File: config.mk
export PLATFORM = sky130hd
export DESIGN_NAME = zircon_ps2_rx
export DESIGN_NICKNAME = d
export VERILOG_FILES = /design/src/rtl/zircon_ps2_pkg.sv /design/src/rtl/zircon_ps2_filter.sv /design/src/rtl/zircon_ps2_rx.sv
export SDC_FILE = /design/constraint.sdc
export NUM_CORES = 1
export LEC_CHECK = 0
export CORE_ASPECT_RATIO = 1.75
export CORE_MARGIN = 3
export CORE_UTILIZATION = 50
export CTS_CLUSTER_SIZE = 30
export DETAILED_ROUTE_END_ITERATION = 10
export PLACE_DENSITY_LB_ADDON = 0.2
export RECOVER_POWER = 50
export SYNTH_ARGS = -nofsm -noshare
export SYNTH_HDL_FRONTEND = slang
export SYNTH_SLANG_ARGS = --single-unit
File: constraint.sdc
create_clock -name csi_clk -period 3.4 [get_ports csi_clk]
set_input_delay 0.68 -clock csi_clk [delete_from_list [all_inputs] [get_ports csi_clk]]
set_output_delay 0.68 -clock csi_clk [all_outputs]
set_load 0.1 [all_outputs]
File: src/rtl/zircon_ps2_pkg.sv
// Shared constants for the PS/2 receiver: frame FSM encoding, scan-code prefixes
// and the odd-parity helper.
package zircon_ps2_pkg;

  localparam logic [1:0] ST_IDLE   = 2'd0;
  localparam logic [1:0] ST_DATA   = 2'd1;
  localparam logic [1:0] ST_PARITY = 2'd2;
  localparam logic [1:0] ST_STOP   = 2'd3;

  localparam logic [7:0] PS2_PREFIX_EXT = 8'hE0;
  localparam logic [7:0] PS2_PREFIX_BRK = 8'hF0;

  // Odd parity: data plus parity bit must carry an odd number of ones.
  function automatic logic ps2_parity_ok(input logic [7:0] data, input logic par);
    return ^{data, par};
  endfunction

endpackage

File: src/rtl/zircon_ps2_filter.sv
// Pin conditioning for PS/2: 2-flop synchronizers on clock and data, plus a
// level filter on the clock that ignores pulses shorter than FILTER_LEN cycles.
module zircon_ps2_filter #(
  parameter int FILTER_LEN = 8
) (
  input  logic clk,
  input  logic rst_n,
  input  logic ps2_clk_raw,
  input  logic ps2_data_raw,
  output logic ps2_clk_filt,
  output logic ps2_data_sync
);

  localparam int CW = (FILTER_LEN > 1) ? $clog2(FILTER_LEN) : 1;

  logic [1:0]    clk_sync_q;
  logic [1:0]    data_sync_q;
  logic          filt_q, filt_d;
  logic [CW-1:0] cnt_q, cnt_d;

  // Count consecutive samples that disagree with the filtered level; flip on the FILTER_LEN-th.
  always_comb begin
    filt_d = filt_q;
    cnt_d  = '0;
    if (clk_sync_q[1] != filt_q) begin
      if (cnt_q == CW'(FILTER_LEN - 1)) begin
        filt_d = clk_sync_q[1];
      end else begin
        cnt_d = cnt_q + 1'b1;
      end
    end
  end

  always_ff @(posedge clk or negedge rst_n) begin
    if (!rst_n) begin
      clk_sync_q  <= 2'b11;
      data_sync_q <= 2'b11;
      filt_q      <= 1'b1;
      cnt_q       <= '0;
    end else begin
      clk_sync_q  <= {clk_sync_q[0], ps2_clk_raw};
      data_sync_q <= {data_sync_q[0], ps2_data_raw};
      filt_q      <= filt_d;
      cnt_q       <= cnt_d;
    end
  end

  assign ps2_clk_filt  = filt_q;
  assign ps2_data_sync = data_sync_q[1];

endmodule

File: src/rtl/zircon_ps2_rx.sv
// PS/2 keyboard receiver: frame FSM on filtered clock falling edges, followed by
// an event decoder that folds E0/F0 prefixes into one key event strobe.
module zircon_ps2_rx
  import zircon_ps2_pkg::*;
#(
  parameter int FILTER_LEN  = 8,
  parameter int TIMEOUT_CYC = 50000
) (
  input  logic       csi_clk,
  input  logic       rsi_reset_n,
  input  logic       coe_ps2_clk,
  input  logic       coe_ps2_data,
  output logic [7:0] scan_code,
  output logic       scan_ext,
  output logic       scan_break,
  output logic       scan_valid,
  output logic       frame_err
);

  localparam int TW = $clog2(TIMEOUT_CYC + 1);

  logic ps2_clk_filt, ps2_data_sync;

  zircon_ps2_filter #(.FILTER_LEN(FILTER_LEN)) u_filter (
    .clk          (csi_clk),
    .rst_n        (rsi_reset_n),
    .ps2_clk_raw  (coe_ps2_clk),
    .ps2_data_raw (coe_ps2_data),
    .ps2_clk_filt (ps2_clk_filt),
    .ps2_data_sync(ps2_data_sync)
  );

  logic          clk_prev_q;
  logic          fall;
  logic [1:0]    state_q, state_d;
  logic [2:0]    bit_cnt_q, bit_cnt_d;
  logic [7:0]    shift_q, shift_d;
  logic          parity_q, parity_d;
  logic [TW-1:0] timeout_q, timeout_d;
  logic [7:0]    byte_q, byte_d;
  logic          byte_valid_q, byte_valid_d;
  logic          frame_err_q, frame_err_d;
  logic          ext_q, ext_d, brk_q, brk_d;
  logic [7:0]    scan_code_q, scan_code_d;
  logic          scan_ext_q, scan_ext_d, scan_break_q, scan_break_d;
  logic          scan_valid_q, scan_valid_d;

  assign fall = clk_prev_q & ~ps2_clk_filt;

  always_comb begin
    state_d      = state_q;
    bit_cnt_d    = bit_cnt_q;
    shift_d      = shift_q;
    parity_d     = parity_q;
    byte_d       = byte_q;
    byte_valid_d = 1'b0;
    frame_err_d  = 1'b0;
    timeout_d    = (state_q == ST_IDLE || fall) ? '0 : timeout_q + 1'b1;
    case (state_q)
      ST_IDLE: if (fall) begin
        if (!ps2_data_sync) begin
          state_d   = ST_DATA;
          bit_cnt_d = 3'd0;
        end else begin
          frame_err_d = 1'b1;
        end
      end
      ST_DATA: if (fall) begin
        shift_d   = {ps2_data_sync, shift_q[7:1]};
        bit_cnt_d = bit_cnt_q + 1'b1;
        if (bit_cnt_q == 3'd7) state_d = ST_PARITY;
      end
      ST_PARITY: if (fall) begin
        parity_d = ps2_data_sync;
        state_d  = ST_STOP;
      end
      default: if (fall) begin
        state_d = ST_IDLE;
        if (ps2_data_sync && ps2_parity_ok(shift_q, parity_q)) begin
          byte_valid_d = 1'b1;
          byte_d       = shift_q;
        end else begin
          frame_err_d = 1'b1;
        end
      end
    endcase
    // A stalled partial frame is dropped so the next start bit is recognised.
    if (state_q != ST_IDLE && !fall && timeout_q == TW'(TIMEOUT_CYC - 1)) begin
      state_d     = ST_IDLE;
      bit_cnt_d   = 3'd0;
      timeout_d   = '0;
      frame_err_d = 1'b1;
    end
  end

  always_comb begin
    ext_d        = ext_q;
    brk_d        = brk_q;
    scan_code_d  = scan_code_q;
    scan_ext_d   = scan_ext_q;
    scan_break_d = scan_break_q;
    scan_valid_d = 1'b0;
    if (frame_err_q) begin
      ext_d = 1'b0;
      brk_d = 1'b0;
    end else if (byte_valid_q) begin
      if (byte_q == PS2_PREFIX_EXT) begin
        ext_d = 1'b1;
      end else if (byte_q == PS2_PREFIX_BRK) begin
        brk_d = 1'b1;
      end else begin
        scan_code_d  = byte_q;
        scan_ext_d   = ext_q;
        scan_break_d = brk_q;
        scan_valid_d = 1'b1;
        ext_d        = 1'b0;
        brk_d        = 1'b0;
      end
    end
  end

  always_ff @(posedge csi_clk or negedge rsi_reset_n) begin
    if (!rsi_reset_n) begin
      clk_prev_q   <= 1'b1;
      state_q      <= ST_IDLE;
      bit_cnt_q    <= 3'd0;
      shift_q      <= 8'h00;
      parity_q     <= 1'b0;
      timeout_q    <= '0;
      byte_q       <= 8'h00;
      byte_valid_q <= 1'b0;
      frame_err_q  <= 1'b0;
      ext_q        <= 1'b0;
      brk_q        <= 1'b0;
      scan_code_q  <= 8'h00;
      scan_ext_q   <= 1'b0;
      scan_break_q <= 1'b0;
      scan_valid_q <= 1'b0;
    end else begin
      clk_prev_q   <= ps2_clk_filt;
      state_q      <= state_d;
      bit_cnt_q    <= bit_cnt_d;
      shift_q      <= shift_d;
      parity_q     <= parity_d;
      timeout_q    <= timeout_d;
      byte_q       <= byte_d;
      byte_valid_q <= byte_valid_d;
      frame_err_q  <= frame_err_d;
      ext_q        <= ext_d;
      brk_q        <= brk_d;
      scan_code_q  <= scan_code_d;
      scan_ext_q   <= scan_ext_d;
      scan_break_q <= scan_break_d;
      scan_valid_q <= scan_valid_d;
    end
  end

  assign scan_code  = scan_code_q;
  assign scan_ext   = scan_ext_q;
  assign scan_break = scan_break_q;
  assign scan_valid = scan_valid_q;
  assign frame_err  = frame_err_q;

endmodule

==> results of run 1 <==
stage by stage:
| stage | instance area (sq um) | util | cells | total power [mW] | setup slack (ns) |
|---|---|---|---|---|---|
| after floorplan | 2723 | - | 213 | 1.316 | 1.536 |
| after global placement | 2913 | 0.5706 | 278 | 1.407 | 1.276 |
| after detailed placement | 2913 | 0.5706 | 278 | 1.422 | 1.263 |
| after CTS | 3112 | 0.6096 | 294 | 2.060 | 0.8921 |
| after global routing | 3108 | 0.6088 | 294 | 2.148 | 0.8501 |
| final | 3108 | 0.6088 | 294 | 2.022 | 0.9145 |
registers in the layout (all words and copies together), names as in the netlist, 2 cells and up:
signal	count
scan_code	8
bit_cnt_q	3
u_filter.clk_sync_q	2
timeout_q	16
u_filter.data_sync_q	2
u_filter.cnt_q	3
byte_q	8
state_q	2
shift_q	8
where the power goes:
group          total, mW  internal (mW)  switching (mW)
clock network      0.631          0.339           0.292
registers          0.928          0.842          0.0858
logic              0.463          0.220           0.243
total               2.02           1.40           0.621
cell usage in the layout (no fill, tap or decap), drive strengths merged:
master         Yosys  layout
nor3               5       5
clkbuf             3      11
or2                2       2
xnor3              1       1
a32o               1       1
a221o              1       1
nor3b              1       1
clkinv             0       3
bufinv             0       1
clkinvlp           0       3
buf                2       3
o21ai              2       2
dfrtp             56      56
nand2b             2       2
nor2              24      24
xnor2             13      13
and4bb             1       1
nand2              8       8
xor2               8       8
ha                 9       9
a22o               2       2
a31oi              1       1
mux2              29      29
nand3              7       7
dfstp              6       6
and3               5       5
clkdlybuf4s50      0       9
nor2b              2       2
nor4bb             2       2
a21oi              4       4
nor4b              1       1
inv                8       8
dlygate4sd3        0       2
o22ai              1       1
nand4b             1       1
o41ai              1       1
nand4              4       4
cell families after synthesis:
family | after synthesis | share of synthesized area
and+or+nand+nor | 65 | 0.1273
xor gates and xnor gates | 22 | 0.07859
adders and majority gates | 9 | 0.04136
DFF | 62 | 0.5726
muxes | 29 | 0.1282
buffers and inverters | 13 | 0.01930
AOI/OAI and AO/OA | 13 | 0.03263
metal layers:
metal / wire (microns) / vias up / global-route usage
met5: 0 / - / 0
met4: 91 / 0 / 0.05918
met3: 130 / 9 / 0.04483
met2: 2172 / 28 / 0.2459
met1: 1762 / 789 / 0.1723
li1: - / 781 / -
worst max path at each step:
stage | slack, ns | start | endpoint | depth (start not counted)
floorplan | 1.54 | shift_q[1]$_DFFE_PN0P_ | byte_q[0]$_DFFE_PN0P_ | 5
global placement | 1.28 | scan_code[4]$_DFFE_PN0P_ | scan_code[4] | 1
detailed placement | 1.26 | scan_code[1]$_DFFE_PN0P_ | scan_code[1] | 1
CTS | 0.89 | scan_code[1]$_DFFE_PN0P_ | scan_code[1] | 1
global route | 0.85 | rsi_reset_n | bit_cnt_q[0]$_DFFE_PN0P_ | 2
finish | 0.91 | scan_code[1]$_DFFE_PN0P_ | scan_code[1] | 1
layout make-up:
| cell class | instances | area [sq um] |
|---|---|---|
| Timing Repair Buffer | 16 | 141.4 |
| Clock buffer | 9 | 123.9 |
| Tap cell | 54 | 67.56 |
| Multi-Input combinational cell | 138 | 1111 |
| Clock inverter | 7 | 75.07 |
| Sequential cell | 62 | 1559 |
| Inverter | 8 | 30.03 |
| Fill cell | 411 | 1997 |
==> qor.yml, run 1 <==
timing:
  clock_skew_ns: 0.009782
  period_needed_ns: 2.486
  report.final.setup_viol: 0
  maxSlewViolCount: 0
  tns_ns: 0
  hold-worst-slack_ns: 0.3557
  rsz0062_at_grt: "no"
  max_freq_mhz: 402.3
  hold_viol: 0
  max-slew-margin-rel: 0.06010
  worst_slew_pin_slew_ns: 1.410
  period_share: 0.7310
floorplan:
  rows: 34
  initial_core_util: 0.5333
  io_pins: 16
  dieArea_sq_um: 6401
  chipHeight_microns: 103.6
  core_sq_um: 5105
  die_w_microns: 61.78
cts:
  post_cts_buffers: 0
  cts_inserted_buffers: 9
  cts_resized: 0
  clock_latency_ns: 0.33
  clk_path_buf_depth: 2
  clkTransAtPathRegs_ns: 0.07
  cts_sinks: 62
  cts_tree: "built"
  holdBufCountCts: 0
  cts_max_level: 3
  cts_root_buf: "clkbuf_8"
logic_synthesis:
  synth-edff-count: 0
  ys_seq_area_frac: 0.5726
  yosysTopAreaCell: "dfrtp_1"
  netlist_area_sq_um: 2723
  avgSynthCellArea_sq_um: 12.78
  synthArstFlopShare: 1.000
  synth_commonest_cells: "56 x dfrtp_1, 24 x nor2_1, 23 x mux2_2, 12 x xnor2_1, 9 x ha_1"
  synthTopCellsByArea: "dfrtp_1 51%, mux2_2 9.5%, dfstp_2 5.8%"
  synthDistinctLibCells: 36
  synth-seq-cells: 62
  yosys_warnings: 0
  syn_nets: 226
  post-synth-top-count-cell: "dfrtp_1"
  yosysTopAreaCellShare: 0.5147
  synth_cells: 213
  synthFlopType: "dfrtp_1"
worst_hold_path:
  min_from: "u_filter.data_sync_q[0]$_DFF_PN1_"
  whs_path_depth: 0
  min_to: "u_filter.data_sync_q[1]$_DFF_PN1_"
  hold_path.class: "flop to flop"
grt:
  antenna_found_initial: 0
  grt_max_degree: 37
  grt_first_pass_wirelength_microns: 7162
  gr-total-overflow: 0
  grt_pass1_vias: 1643
  grt_usage: 0.1488
worst_setup_path:
  worstPathRequired_ns: 2.72
  crit_family: "buffers and inverters"
  slowest_stage: "clkdlybuf4s50_1"
  cp.arrival_ns: 1.81
  path_buf_inv: 1
  startpoint_type: "flop"
  critPathMaxStageDelay_ns: 1.13
  worstSetupEndpointType: "output pin"
  r2r_cells: 6
  path_class: "flop to output pin"
  crit_fanout: 2
  reg2reg_from: "timeout_q[0]$_DFF_PN0_"
  worstPathCellList: "clkdlybuf4s50_1"
  r2r-end: "bit_cnt_q[0]$_DFFE_PN0P_"
  r2r_slack_ns: 1.35
placed_design:
  io_buffer_count: 15
  dp_hpwl_microns: 2927
  gp_congestion: 0.8476
flow_run:
  maxCapViolations: 0
route:
  via_per_inst: 5.466
  dr.pass1.iters: 4
  postRouteAntennaNets: 0
  drc: 0
  wirelength_microns: 4156
  drt_iter0_drc: 53
  post_drt_wl_per_cell_microns: 14.14
  vias: 1607
pwr:
  ir_drop_uv: 309.4
  p_per_area_nw_per_um2: 650.6
  p_leak_nw: 1.512
layout:
  syn_to_final_growth_pct: 14.15
  diodes: 0
  nets: 248
  layout-drive-gt1-share: 0.2417
run_status:
  status: "finished, final reports clean"
(Power assumes the default switching activity.)
==> run 2: changes to the inputs <==
clock period = 2.05 ns   (was 3.4 ns; I/O delays follow)
==> run 2 against run 1 <==
Count of clock-buffer cells in the layout grew 1. Wire length increased by 5.1%. Non-clock buffer count rose by 3. Die area stayed put. Clock skew shrank 0.0047 ns. Global-route usage is 0.46 points higher. Utilization is 1.0 points higher. Total power increased by 76%. Register-to-register slack worse by 1.3 ns. Critical path depth rose by 4. Sequential share of layout area shrank 0.81 points. Combinational power rose by 81%. Critical path type is now flop to flop. Largest cell class unchanged. Largest power group unchanged.
==> qor.yml, run 2 (same netlist as run 1, synthesis figures left out) <==
worst_setup_path:
  worstSetupEndpointType: "flop"
  crit_family: "XOR/XNOR gates"
  cp.arrival_ns: 2.20  # +0.39 ns
  worstPathRequired_ns: 2.27  # -0.45 ns
  crit_fanout: 4  # +2
  slowest_stage: "xnor3_1"
  critPathMaxStageDelay_ns: 0.45  # -0.68 ns
  r2r_slack_ns: 0.06  # -1.29 ns
  worstPathCellList: "xnor2_1, xnor3_1, xnor2_2, nand4_2, mux2_4"
  path_buf_inv: 0  # -1
  path_class: "flop to flop"
  startpoint_type: "flop"
timing:
  worst_slew_pin_slew_ns: 1.457  # +0.04681 ns
  max-slew-margin-rel: 0.02889  # -0.03121
  hold_viol: 0  # unchanged
  tns_ns: 0  # unchanged
  report.final.setup_viol: 0  # unchanged
  hold-worst-slack_ns: 0.3558  # +0.0001380 ns
  clock_skew_ns: 0.005119  # -0.004662 ns
  maxSlewViolCount: 0  # unchanged
  period_needed_ns: 1.987
  period_share: 0.9693
  max_freq_mhz: 503.3
  rsz0062_at_grt: "yes"
layout:
  final_cell_mix: "56 x dfrtp_1, 24 x nor2_1, 23 x mux2_2, 15 x buf_4, 11 x xnor2_1"
  regMostFlops: "timeout_q"
  diodes: 0  # unchanged
  final_area_sq_um: 3159  # +1.7%
  nets: 252  # +1.6%
  final_cells: 298  # +1.4%
  layout-drive-gt1-share: 0.3115  # +0.06981
  largest_register_ffs: 16  # unchanged
  syn_to_final_growth_pct: 16.04
  layout_commonest_cell: "dfrtp_1"
grt:
  grt_first_pass_wirelength_microns: 7376  # +3.0%
  grt_usage: 0.1534  # +0.004574
  gr-total-overflow: 0  # unchanged
  grt_max_degree: 63  # +70%
  antenna_found_initial: 0  # unchanged
  grt_pass1_vias: 1670  # +1.6%
cts:
  clkTransAtPathRegs_ns: 0.07  # about the same
  clk_path_buf_depth: 2  # unchanged
  cts_root_buf: "clkbuf_8"
  cts_max_level: 3  # unchanged
  post_cts_buffers: 0  # unchanged
  cts_sinks: 62  # unchanged
  cts_tree: "built"
  cts_inserted_buffers: 9  # unchanged
  clock_latency_ns: 0.33  # about the same
floorplan:
  dieArea_sq_um: 6401  # unchanged
  rows: 34  # unchanged
  core_sq_um: 5105  # unchanged
  io_pins: 16  # unchanged
  die_w_microns: 61.78  # unchanged
  chipHeight_microns: 103.6  # unchanged
  initial_core_util: 0.5333  # unchanged
route:
  dr.pass1.iters: 4  # unchanged
  wirelength_microns: 4369  # +5.1%
  drc: 0  # unchanged
  vias: 1639  # +2.0%
  drt_iter0_drc: 41  # -23%
  via_per_inst: 5.500  # +0.62%
  postRouteAntennaNets: 0  # unchanged
  post_drt_wl_per_cell_microns: 14.66  # +3.7%
placed_design:
  dpl.cell_count: 281  # +1.1%
  gp_congestion: 0.7971  # -6.0%
  io_buffer_count: 15  # unchanged
  place_area_sq_um: 2925  # +0.43%
  dp_hpwl_microns: 2902  # -0.84%
pwr:
  internal-power_mw: 2.505  # +79%
  p_per_area_nw_per_um2: 1125  # +73%
  ir_drop_uv: 719.6  # +130%
  total_power_mw: 3.554  # +76%
  p_leak_nw: 1.576  # +4.2%
  netSwitchingFraction: 0.2952  # -0.01189
  p_comb_frac: 0.235  # +0.006
  net-switching-power_mw: 1.049  # +69%
  power_frac_clock: 0.329  # +0.017
  pwr-share-seq: 0.435  # -0.024
run_status:
  status: "finished, final reports clean"
worst_hold_path:
  hold_path.class: "flop to flop"
flow_run:
  maxCapViolations: 0  # unchanged
==> run 2: per-stage QoR <==
step / util / setup WS, ns
after floorplan: - / 0.1864
after global placement: 0.5730 / 0.1005
after detailed placement: 0.5730 / 0.09346
after CTS: 0.6167 / 0.04459
after global routing: 0.6189 / -0.03281
final: 0.6189 / 0.06298
==> run 2: final timing paths <==
path	startpoint	cells after the start	endpoint
max	shift_q[4]$_DFFE_PN0P_	5	byte_q[6]$_DFFE_PN0P_
min	u_filter.data_sync_q[0]$_DFF_PN1_	0	u_filter.data_sync_q[1]$_DFF_PN1_
max reg2reg	shift_q[4]$_DFFE_PN0P_	5	byte_q[6]$_DFFE_PN0P_
min reg2reg	u_filter.data_sync_q[0]$_DFF_PN1_	0	u_filter.data_sync_q[1]$_DFF_PN1_
max in group asynchronous	rsi_reset_n	2	u_filter.cnt_q[1]$_DFF_PN0_
min in group asynchronous	rsi_reset_n	2	scan_code[7]$_DFFE_PN0P_
==> run 2: cell type report <==
type | count | area, sq um
fill | 407 | 1946
sequential | 62 | 1559
multi-input combinational | 139 | 1137
timing repair buffer | 19 | 142.6
clock buffer | 10 | 137.6
clock inverter | 6 | 85.08
tap | 54 | 67.56
inverter | 8 | 30.03
==> run 2: metal layers <==
layer	track usage	share of wire	vias to the layer above	wire [microns]
met1	0.1820	0.41	817	1793
li1	-	-	789	-
met4	0.06525	0.020	0	87
met5	0	0	-	0
met2	0.2496	0.54	25	2367
met3	0.04234	0.028	8	121
==> run 2: power by group through the flow <==
stage	Sequential, mW	Combinational [mW]	Clock [mW]
finish	1.55	0.836	1.17
global route	1.58	0.944	1.25
CTS	1.54	0.813	1.20
detailed placement	1.56	0.811	0
global placement	1.56	0.793	0
floorplan	1.55	0.628	0
==> run 2: timing repair <==
action | in CTS | in global routing
setup endpoints to repair | 0 | 10
gates resized for setup | 0 | 2
hold buffers | 0 | 0
==> run 3: changes to the inputs <==
ABC_AREA = 1   (was unset)
SYNTH_HIERARCHICAL = 1   (was unset)
clock period = 2.4 ns   (was 2.05 ns; I/O delays follow)
==> run 3 against run 2 <==
The flow now finishes with violations (capacitance limit). Worst setup slack improved by 0.55 ns. Flip-flop and latch count unchanged. Sequential power is 15% lower. Fmax is 11% higher. Final cell count increased by 52%. Clock power shrank 10%. Final area is 8.4% higher. Count of clock-buffer cells in the layout is 3 higher. Largest cell class unchanged.
==> qor.yml, run 3 <==
worst_setup_path:
  r2r_cells: 8  # +3
  crit_fanout: 17  # +13
  path_class: "flop to flop"
  reg2reg_from: "clk_prev_q$_DFF_PN1_"
  r2r_slack_ns: 0.61  # +0.55 ns
  cp.arrival_ns: 2.05  # -0.15 ns
  worstPathRequired_ns: 2.66  # +0.39 ns
  r2r-end: "bit_cnt_q[0]$_DFFE_PN0P_"
  startpoint_type: "flop"
  setup.worst_path.start: "clk_prev_q$_DFF_PN1_"
  worstSetupEndpointType: "flop"
timing:
  worst_slew_pin_slew_ns: 1.488  # +0.03147 ns
  hold_viol: 0  # unchanged
  maxSlewViolCount: 0  # unchanged
  rsz0062_at_grt: "no"
  max-slew-margin-rel: 0.007915  # -0.02098
  period_share: 0.7465  # -0.2228
  tns_ns: 0  # unchanged
  period_needed_ns: 1.792  # -0.1955 ns
  max_freq_mhz: 558.2  # +11%
  clock_skew_ns: 0.003936  # -0.001183 ns
  report.final.setup_viol: 0  # unchanged
logic_synthesis:
  avgSynthCellArea_sq_um: 8.611  # -33%
  netlist_area_sq_um: 2997  # +10%
  ys_seq_area_frac: 0.5203  # -0.05236
  post-synth-top-count-cell: "nand2_1"
  synthTopCellsByArea: "dfrtp_1 47%, nand2_1 13%, dfstp_2 5.3%"
  synth_cells: 348  # +63%
  synth_commonest_cells: "104 x nand2_1, 56 x dfrtp_1, 41 x inv_1, 29 x nor2_1, 21 x o21ai_0"
  yosysTopAreaCellShare: 0.4676  # -0.04706
  synthArstFlopShare: 1.000  # unchanged
  synthDistinctLibCells: 35  # -2.8%
  yosys_warnings: 6  # +6
  synthFlopType: "dfrtp_1"
  syn_nets: 361  # +60%
  synth-edff-count: 0  # unchanged
  synth-seq-cells: 62  # unchanged
  yosysTopAreaCell: "dfrtp_1"
cts:
  cts_inserted_buffers: 9  # unchanged
  cts_resized: 0  # unchanged
  clk_path_buf_depth: 2  # unchanged
  cts_sinks: 62  # unchanged
  holdBufCountCts: 0  # unchanged
  post_cts_buffers: 0  # unchanged
  cts_max_level: 3  # unchanged
  cts_tree: "built"
  clock_latency_ns: 0.33  # about the same
  clkTransAtPathRegs_ns: 0.06  # about the same
  cts_root_buf: "clkbuf_8"
grt:
  grt_first_pass_wirelength_microns: 9853  # +34%
  gr-total-overflow: 0  # unchanged
  antenna_found_initial: 0  # unchanged
  grt_max_degree: 63  # unchanged
  grt_usage: 0.1836  # +0.03023
  grt_pass1_vias: 2321  # +39%
floorplan:
  die_w_microns: 64.52  # +4.4%
  rows: 36  # +5.9%
  core_sq_um: 5675  # +11%
  dieArea_sq_um: 6995  # +9.3%
  io_pins: 16  # unchanged
  chipHeight_microns: 108.4  # +4.6%
  initial_core_util: 0.5280  # -0.005335
route:
  vias: 2259  # +38%
  postRouteAntennaNets: 0  # unchanged
  drt_iter0_drc: 126  # +210%
  wirelength_microns: 5476  # +25%
  dr.pass1.iters: 4  # unchanged
  drc: 0  # unchanged
  post_drt_wl_per_cell_microns: 12.09  # -18%
  via_per_inst: 4.987  # -9.3%
pwr:
  total_power_mw: 3.224  # -9.3%
  p_leak_nw: 1.676  # +6.4%
  ir_drop_uv: 822.9  # +14%
  p_per_area_nw_per_um2: 941.0  # -16%
layout:
  final_util: 0.6036  # -0.01526
  diodes: 0  # unchanged
  regMostFlops: "timeout_q"
  layout_commonest_cell: "nand2_1"
  nets: 385  # +53%
  final_cells: 453  # +52%
  largest_register_ffs: 16  # unchanged
  final_cell_mix: "104 x nand2_1, 56 x dfrtp_1, 41 x inv_1, 29 x nor2_1, 21 x o21ai_0"
  layout-drive-gt1-share: 0.1645  # -0.1470
  syn_to_final_growth_pct: 14.32
flow_run:
  maxCapViolations: 1  # +1
placed_design:
  gp_congestion: 0.9021  # +13%
  dp_hpwl_microns: 4034  # +39%
  dpl.cell_count: 437  # +56%
  io_buffer_count: 15  # unchanged
run_status:
  status: "finished with violations"
  violations: "capacitance limit"
worst_hold_path:
  min_from: "u_filter/data_sync_q[0]$_DFF_PN1_"
  whs_path_depth: 0  # unchanged
  hold_path.class: "flop to flop"
  min_to: "u_filter/data_sync_q[1]$_DFF_PN1_"
-- run 3: cell count changes in the layout (fill, tap and decap cells not counted), moves of 6 or more --
cell and delta:
mux2_2 -23, mux2_4 -6, o21ai_0 +19, a21oi_1 +9, inv_2 +7, inv_1 +33, nand2_1 +96, xnor2_1 -9
nand3_1 +6
-- run 3: layout make-up --
type                       instances  area (sq um)
tap                               76         95.09
multi-input combinational        235          1237
sequential                        62          1559
clock inverter                     3         65.06
inverter                          48         180.2
timing repair buffer              16         120.1
fill                             510          2250
clock buffer                      13         168.9
-- run 3: critical path, cell delays in order (launching register included) --
cell	delay (ns)
dfstp_2	0.51
inv_1	0.04
nor2_2	0.18
nand2_1	0.33
o21ai_0	0.18
inv_1	0.09
a21oi_4	0.21
nor2_1	0.06
a21oi_1	0.11
-- run 3: worst max path at each step --
| stage | end | slack [ns] | cells past startpoint |
|---|---|---|---|
| 3_5_place_dp | bit_cnt_q[0]$_DFFE_PN0P_ | 0.60 | 8 |
| 4_1_cts | bit_cnt_q[0]$_DFFE_PN0P_ | 0.58 | 8 |
| 3_3_place_gp | bit_cnt_q[0]$_DFFE_PN0P_ | 0.60 | 8 |
| 2_1_floorplan | scan_break$_DFFE_PN0P_ | 0.79 | 5 |
| 5_1_grt | bit_cnt_q[1]$_DFFE_PN0P_ | 0.36 | 8 |
| 6_report | bit_cnt_q[0]$_DFFE_PN0P_ | 0.61 | 8 |
-- run 3: power by group --
part           switching (mW)  internal, mW
combinational           0.575         0.291
clock                   0.382         0.669
sequential              0.110          1.20
total                    1.07          2.16
-- run 3: per-layer routing --
layer,track usage,routed length [microns],share of wire
met1,0.1752,2087,0.38
met2,0.3491,3068,0.56
met3,0.05301,167,0.030
met4,0.08926,153,0.028
met5,0,0,0
-- run 3: logic make-up (layout without fill, tap and decap cells) --
logic type | after synthesis | in the layout | synth area share
compound gates | 42 | 42 | 0.07975
xor+xnor | 5 | 5 | 0.01462
fa+ha+maj | 9 | 9 | 0.03758
buf+inv | 51 | 80 | 0.06681
flops | 62 | 62 | 0.5202
simple gates | 179 | 179 | 0.2810
-- run 3: metrics by stage --
stage | setup slack [ns] | instance area (sq um) | hold WS [ns]
floorplan | 0.7945 | 2997 | 0.1844
global route | 0.3629 | 3426 | 0.3596
finish | 0.6085 | 3426 | 0.3555
detailed placement | 0.5970 | 3207 | 0.3485
global placement | 0.5981 | 3207 | 0.3454
CTS | 0.5843 | 3441 | 0.1426
==> RTL change 1, RTL diff (settings of run 1) <==
Take the reset off `shift_q` and load it in a clocked block of its own.
--- a/src/rtl/zircon_ps2_rx.sv
+++ b/src/rtl/zircon_ps2_rx.sv
@@ -124,7 +124,6 @@
       clk_prev_q   <= 1'b1;
       state_q      <= ST_IDLE;
       bit_cnt_q    <= 3'd0;
-      shift_q      <= 8'h00;
       parity_q     <= 1'b0;
       timeout_q    <= '0;
       byte_q       <= 8'h00;
@@ -140,7 +139,6 @@
       clk_prev_q   <= ps2_clk_filt;
       state_q      <= state_d;
       bit_cnt_q    <= bit_cnt_d;
-      shift_q      <= shift_d;
       parity_q     <= parity_d;
       timeout_q    <= timeout_d;
       byte_q       <= byte_d;
@@ -155,6 +153,10 @@
     end
   end
 
+  always_ff @(posedge csi_clk) begin
+    shift_q <= shift_d;
+  end
+
   assign scan_code  = scan_code_q;
   assign scan_ext   = scan_ext_q;
   assign scan_break = scan_break_q;
Behaviour: same outputs for any inputs over 10 cycles, from zero or initial values and one cycle with rsi_reset_n low; that may be too few to reach the edited logic, so the function may still have changed.
==> RTL change 1 against run 1 <==
- routed wire length grew 3.1%
- first-iteration DRC count shrank 25%
- cell area shrank 1.9%
- core utilization shrank 0.14 points
- setup slack lost 0.034 ns
- total power grew 0.38%
- global-route usage grew 1.7 points
- clock skew shrank 0.0027 ns
- sequential cell count is the same
- synthesized area shrank 4.2%
- critical endpoint is now frame_err
- largest cell class unchanged
==> RTL change 1: results (changes against run 1) <==
| Group | Metric | Value | Change |
| --- | --- | --- | --- |
| timing | Max Clk Rate | 0.397 GHz | was 0.402 GHz |
| logic synthesis | Synth async-reset ratio | 0.871 | was 1.00 |
| critical path | Reg2Reg Setup Slack | 1.32 ns | was 1.35 ns |
| critical path | Worst endpoint data arrival time | 1.84 ns | was 1.81 ns |
| route | Drt first-iter violations | 40 | was 53 |
| logic synthesis | Sequential cell area fraction in the yosys report | 0.613 | was 0.573 |
| placement | Global placer's final weighted congestion | 0.779 | was 0.848 |
| global routing | GRT Resource Usage Total | 0.166 | was 0.149 |
| route | Via-per-instance ratio | 5.40 | was 5.47 |
| route | Detail Route met2 WL | 2210 um | was 2170 um |
| route | DR WL met3 | 128 um | was 130 um |
| logic synthesis | Synth top area share | 0.461 | was 0.515 |
| placement | HPWL after DPL | 3040 um | was 2930 um |
| outcome | Run status | finished clean | unchanged |
| placement | Dpl cells | 271 | was 278 |
| route | Wl on met1 | 1780 um | was 1760 um |
| logic synthesis | Post-synth EDFFs | 8 | was 0 |
| logic synthesis | Synthesized net count | 215 | was 226 |
| timing | Worst hold slack across all endpoints | 0.360 ns | was 0.356 ns |
| critical path | Depth of the most critical reg-to-reg path | 5 | was 6 |
| power | Static leakage power | 1.43 nW | was 1.51 nW |
| min path | Hold_sp | u_filter.clk_sync_q[0] | was u_filter.data_sync_q[0] |
| critical path | Critical register-to-register path endpoint | byte_q[0] | was bit_cnt_q[0] |
| global routing | Global-route wire length before repair | 7310 um | was 7160 um |
| critical path | Critical R2R Launch | shift_q[1] | was timeout_q[0] |
| finish | Fraction of layout cells with a size suffix above 1 | 0.197 | was 0.242 |
| route | Average routed wire per standard cell | 14.9 um | was 14.1 um |
| finish | Nets | 241 | was 248 |
| critical path | Worst-path maximum fanout | 3 | was 2 |
| placement | Post-place setup slack | 1.23 ns | was 1.26 ns |
| power | Maximum resistive drop on vdd | 0.412 mV | was 0.309 mV |
| logic synthesis | Yosys cell types | 37 | was 36 |
| logic synthesis | Most area-consuming cells after synthesis | dfrtp_1 46%, edfxtp_1 9.2%, mux2_2 8.2% | was dfrtp_1 51%, mux2_2 9.5%, dfstp_2 5.8% |
| logic synthesis | Synth top cells by count | 48 x dfrtp_1, 20 x nor2_1, 19 x mux2_2 | was 56 x dfrtp_1, 24 x nor2_1, 23 x mux2_2 |
| timing | Pin slew with the least headroom to its limit | 1.45 ns | was 1.41 ns |
| global routing | Number of global-route vias before repair | 1647 | was 1643 |
| placement | Total cell area at the placement stage | 2820 um2 | was 2910 um2 |
[RTL change 1: cell types whose count changed in the layout (fill, tap and decap cells not counted), moves of 3 or more]
cell / delta
and3_1: -3
clkinvlp_4: -3
dfrtp_1: -8
edfxtp_1: +8
inv_1: +3
mux2_2: -3
mux2_4: -6
nand2_1: +4
nand3_1: -5
nor2_1: -4
o21ai_0: +4
[RTL change 1: metal layers]
layer / global-route usage / up-vias
li1: - / 756
met1: 0.179 / 759
met2: 0.268 / 23
met3: 0.0536 / 12
met4: 0.110 / 0
met5: 0 / -
[RTL change 1: worst max-delay path by stage]
stage | cells after the start | to | startpoint
after floorplan | 3 | scan_break | frame_err
after global placement | 1 | frame_err | frame_err
after detailed placement | 1 | frame_err | frame_err
after CTS | 1 | frame_err | frame_err
after global routing | 1 | frame_err | frame_err
final | 1 | frame_err | frame_err
[RTL change 1: area by class of cell]
cell class	count	area [um2]
Clock buffer	10	149
Clock inverter	6	81.3
Fill cell	427	1970
Inverter	11	41.3
Multi-Input combinational cell	127	957
Sequential cell	62	1600
Tap cell	54	67.6
Timing Repair Buffer	17	154
[RTL change 1: cells by family (layout without fill, tap and decap cells)]
family                   count (synthesis)  count (layout)  share of synthesized area
XOR/XNOR                                20              20                     0.0753
adder cells (fa/ha/maj)                  9               9                     0.0432
multiplexers                            19              19                     0.0821
flip-flops                              62              62                      0.613
buffers and inverters                   13              44                     0.0192
AND/OR/NAND/NOR                         58              58                      0.115
AO/OA/AOI/OAI                           21              21                     0.0523
[RTL change 1: power by group]
part           leakage [nW]  internal [mW]  switching [mW]
combinational         0.509          0.155           0.235
clock                 0.121          0.453           0.279
sequential            0.797          0.844          0.0631
total                  1.43           1.45           0.578
==> RTL change 2, RTL diff (flow settings as in run 1) <==
Made on the original files. `TIMEOUT_CYC`: 50000 -> 100000.
--- a/src/rtl/zircon_ps2_rx.sv
+++ b/src/rtl/zircon_ps2_rx.sv
@@ -4,7 +4,7 @@
   import zircon_ps2_pkg::*;
 #(
   parameter int FILTER_LEN  = 8,
-  parameter int TIMEOUT_CYC = 50000
+  parameter int TIMEOUT_CYC = 100000
 ) (
   input  logic       csi_clk,
   input  logic       rsi_reset_n,
Formal check against the unedited RTL: no difference found for any inputs over 10 cycles, from zero or initial values and one cycle with rsi_reset_n low; that may be too few to reach the edited logic, so the function may still have changed.
==> RTL change 2 against run 1 <==
- the run now ends with capacitance limit, slew limit left
- setup slack got worse by 0.0037 ns
- routed wire length increased by 17%
- non-clock buffer count unchanged
- first-iteration DRC count increased by 19%
- cell area increased by 5.4%
- sequential cell count increased by 1
- total power increased by 8.1%
- synthesized area increased by 4.2%
==> RTL change 2: results (changes against run 1) <==
| Group | Metric | Value | Change |
| --- | --- | --- | --- |
| critical path | Critical register-to-register path endpoint | timeout_q[3] | was bit_cnt_q[0] |
| finish | Number of filler instances in the final layout | 471 | was 411 |
| timing | Pins over their slew limit | 64 | was 0 |
| power | Maximum resistive drop on vdd | 0.426 mV | was 0.309 mV |
| route | First drt pass iteration count | 6 | was 4 |
| critical path | Critical path destination | scan_code[4] | was scan_code[1] |
| global routing | GRT Resource Usage Total | 0.167 | was 0.149 |
| placement | HPWL after DPL | 3370 um | was 2930 um |
| logic synthesis | Synth top cells by count | 57 x dfrtp_1, 28 x mux2_2, 18 x nor2_1 | was 56 x dfrtp_1, 24 x nor2_1, 23 x mux2_2 |
| power | Static leakage power | 1.55 nW | was 1.51 nW |
| finish | Nets | 264 | was 248 |
| global routing | Largest net degree at the start of global routing | 64 | was 37 |
| timing | Min cycle time layout | 2.49 ns | about the same |
| outcome | Run status | complete, but fails checks | was finished clean |
| finish | Largest register FFs | 17 | was 16 |
| logic synthesis | Synthesized net count | 242 | was 226 |
| logic synthesis | Yosys cell types | 45 | was 36 |
| critical path | Reg2Reg Setup Slack | 1.31 ns | was 1.35 ns |
| route | Routed WL | 4850 um | was 4160 um |
| finish | Fraction of layout cells with a size suffix above 1 | 0.238 | was 0.242 |
| timing | Pin slew with the least headroom to its limit | 1.53 ns | was 1.41 ns |
| route | Drt first-iter violations | 63 | was 53 |
| critical path | Critical R2R Launch | timeout_q[11] | was timeout_q[0] |
| outcome | Failing checks | capacitance limit, slew limit |  |
| global routing | Number of global-route vias before repair | 1911 | was 1643 |
| timing | Clock Skew | 0.00802 ns | was 0.00978 ns |
| logic synthesis | Most area-consuming cells after synthesis | dfrtp_1 50%, mux2_2 11%, dfstp_2 5.6% | was dfrtp_1 51%, mux2_2 9.5%, dfstp_2 5.8% |
| route | Via count | 1765 | was 1607 |
| logic synthesis | Sequential cell area fraction in the yosys report | 0.558 | was 0.573 |
| job | Number of max-capacitance violations reported | 1 | was 0 |
## RTL change 2: cell types whose count changed in the layout (fill, tap and decap cells not counted), moves of 4 or more
cell	delta
mux2_2	+6
nor2b_1	+4
nand2_1	+4
mux2_4	-6
nor2_1	-6
## RTL change 2: how the worst min path moves through the flow
stage	start	end	slack (ns)	depth (start not counted)
2_1_floorplan	u_filter.clk_sync_q[0]	u_filter.clk_sync_q[1]	0.35	0
3_3_place_gp	u_filter.data_sync_q[0]	u_filter.data_sync_q[1]	0.35	0
3_5_place_dp	u_filter.clk_sync_q[0]	u_filter.clk_sync_q[1]	0.35	0
4_1_cts	u_filter.clk_sync_q[0]	u_filter.clk_sync_q[1]	0.36	0
5_1_grt	u_filter.clk_sync_q[0]	u_filter.clk_sync_q[1]	0.36	0
6_report	u_filter.clk_sync_q[0]	u_filter.clk_sync_q[1]	0.36	0
## RTL change 2: layer usage
metal	routed length, um	share of wire	global-route usage	vias to the layer above
li1	-	-	-	854
met2	2730	0.56	0.307	26
met4	73	0.015	0.104	0
met5	0	0	0	-
met1	1940	0.40	0.171	878
met3	104	0.021	0.0277	7
## RTL change 2: final cells by class
cell class,instances,area [um2],share of cell area
clock inverter,6,92.6,0.0283
timing repair buffer,16,140,0.0428
tap,74,92.6,0.0283
sequential,63,1580,0.483
clock buffer,10,138,0.0420
inverter,9,33.8,0.0103
multi-input combinational,152,1200,0.365
## RTL change 2: power by group through the flow
stage	logic (mW)	clock network, mW	registers [mW]
2_1_floorplan	0.390	0	0.963
3_3_place_gp	0.488	0	0.960
3_5_place_dp	0.503	0	0.965
4_1_cts	0.506	0.752	0.952
5_1_grt	0.569	0.781	0.967
6_report	0.495	0.740	0.951
## RTL change 2: stage by stage
step	area (um2)	std cells	util
3_3_place_gp	3050	314	0.566
5_1_grt	3280	330	0.608
4_1_cts	3280	330	0.609
6_report	3280	330	0.608
2_1_floorplan	2840	229	-
3_5_place_dp	3050	314	0.566
## RTL change 2: cells by family (layout without fill, tap and decap cells)
kind of cell / Yosys count / after routing / share of synthesized area
simple gates: 73 / 73 / 0.142
flops: 63 / 63 / 0.558
mux: 29 / 29 / 0.119
compound gates: 23 / 23 / 0.0551
xor+xnor: 18 / 18 / 0.0657
buf+inv: 14 / 41 / 0.0203
fa+ha+maj: 9 / 9 / 0.0397
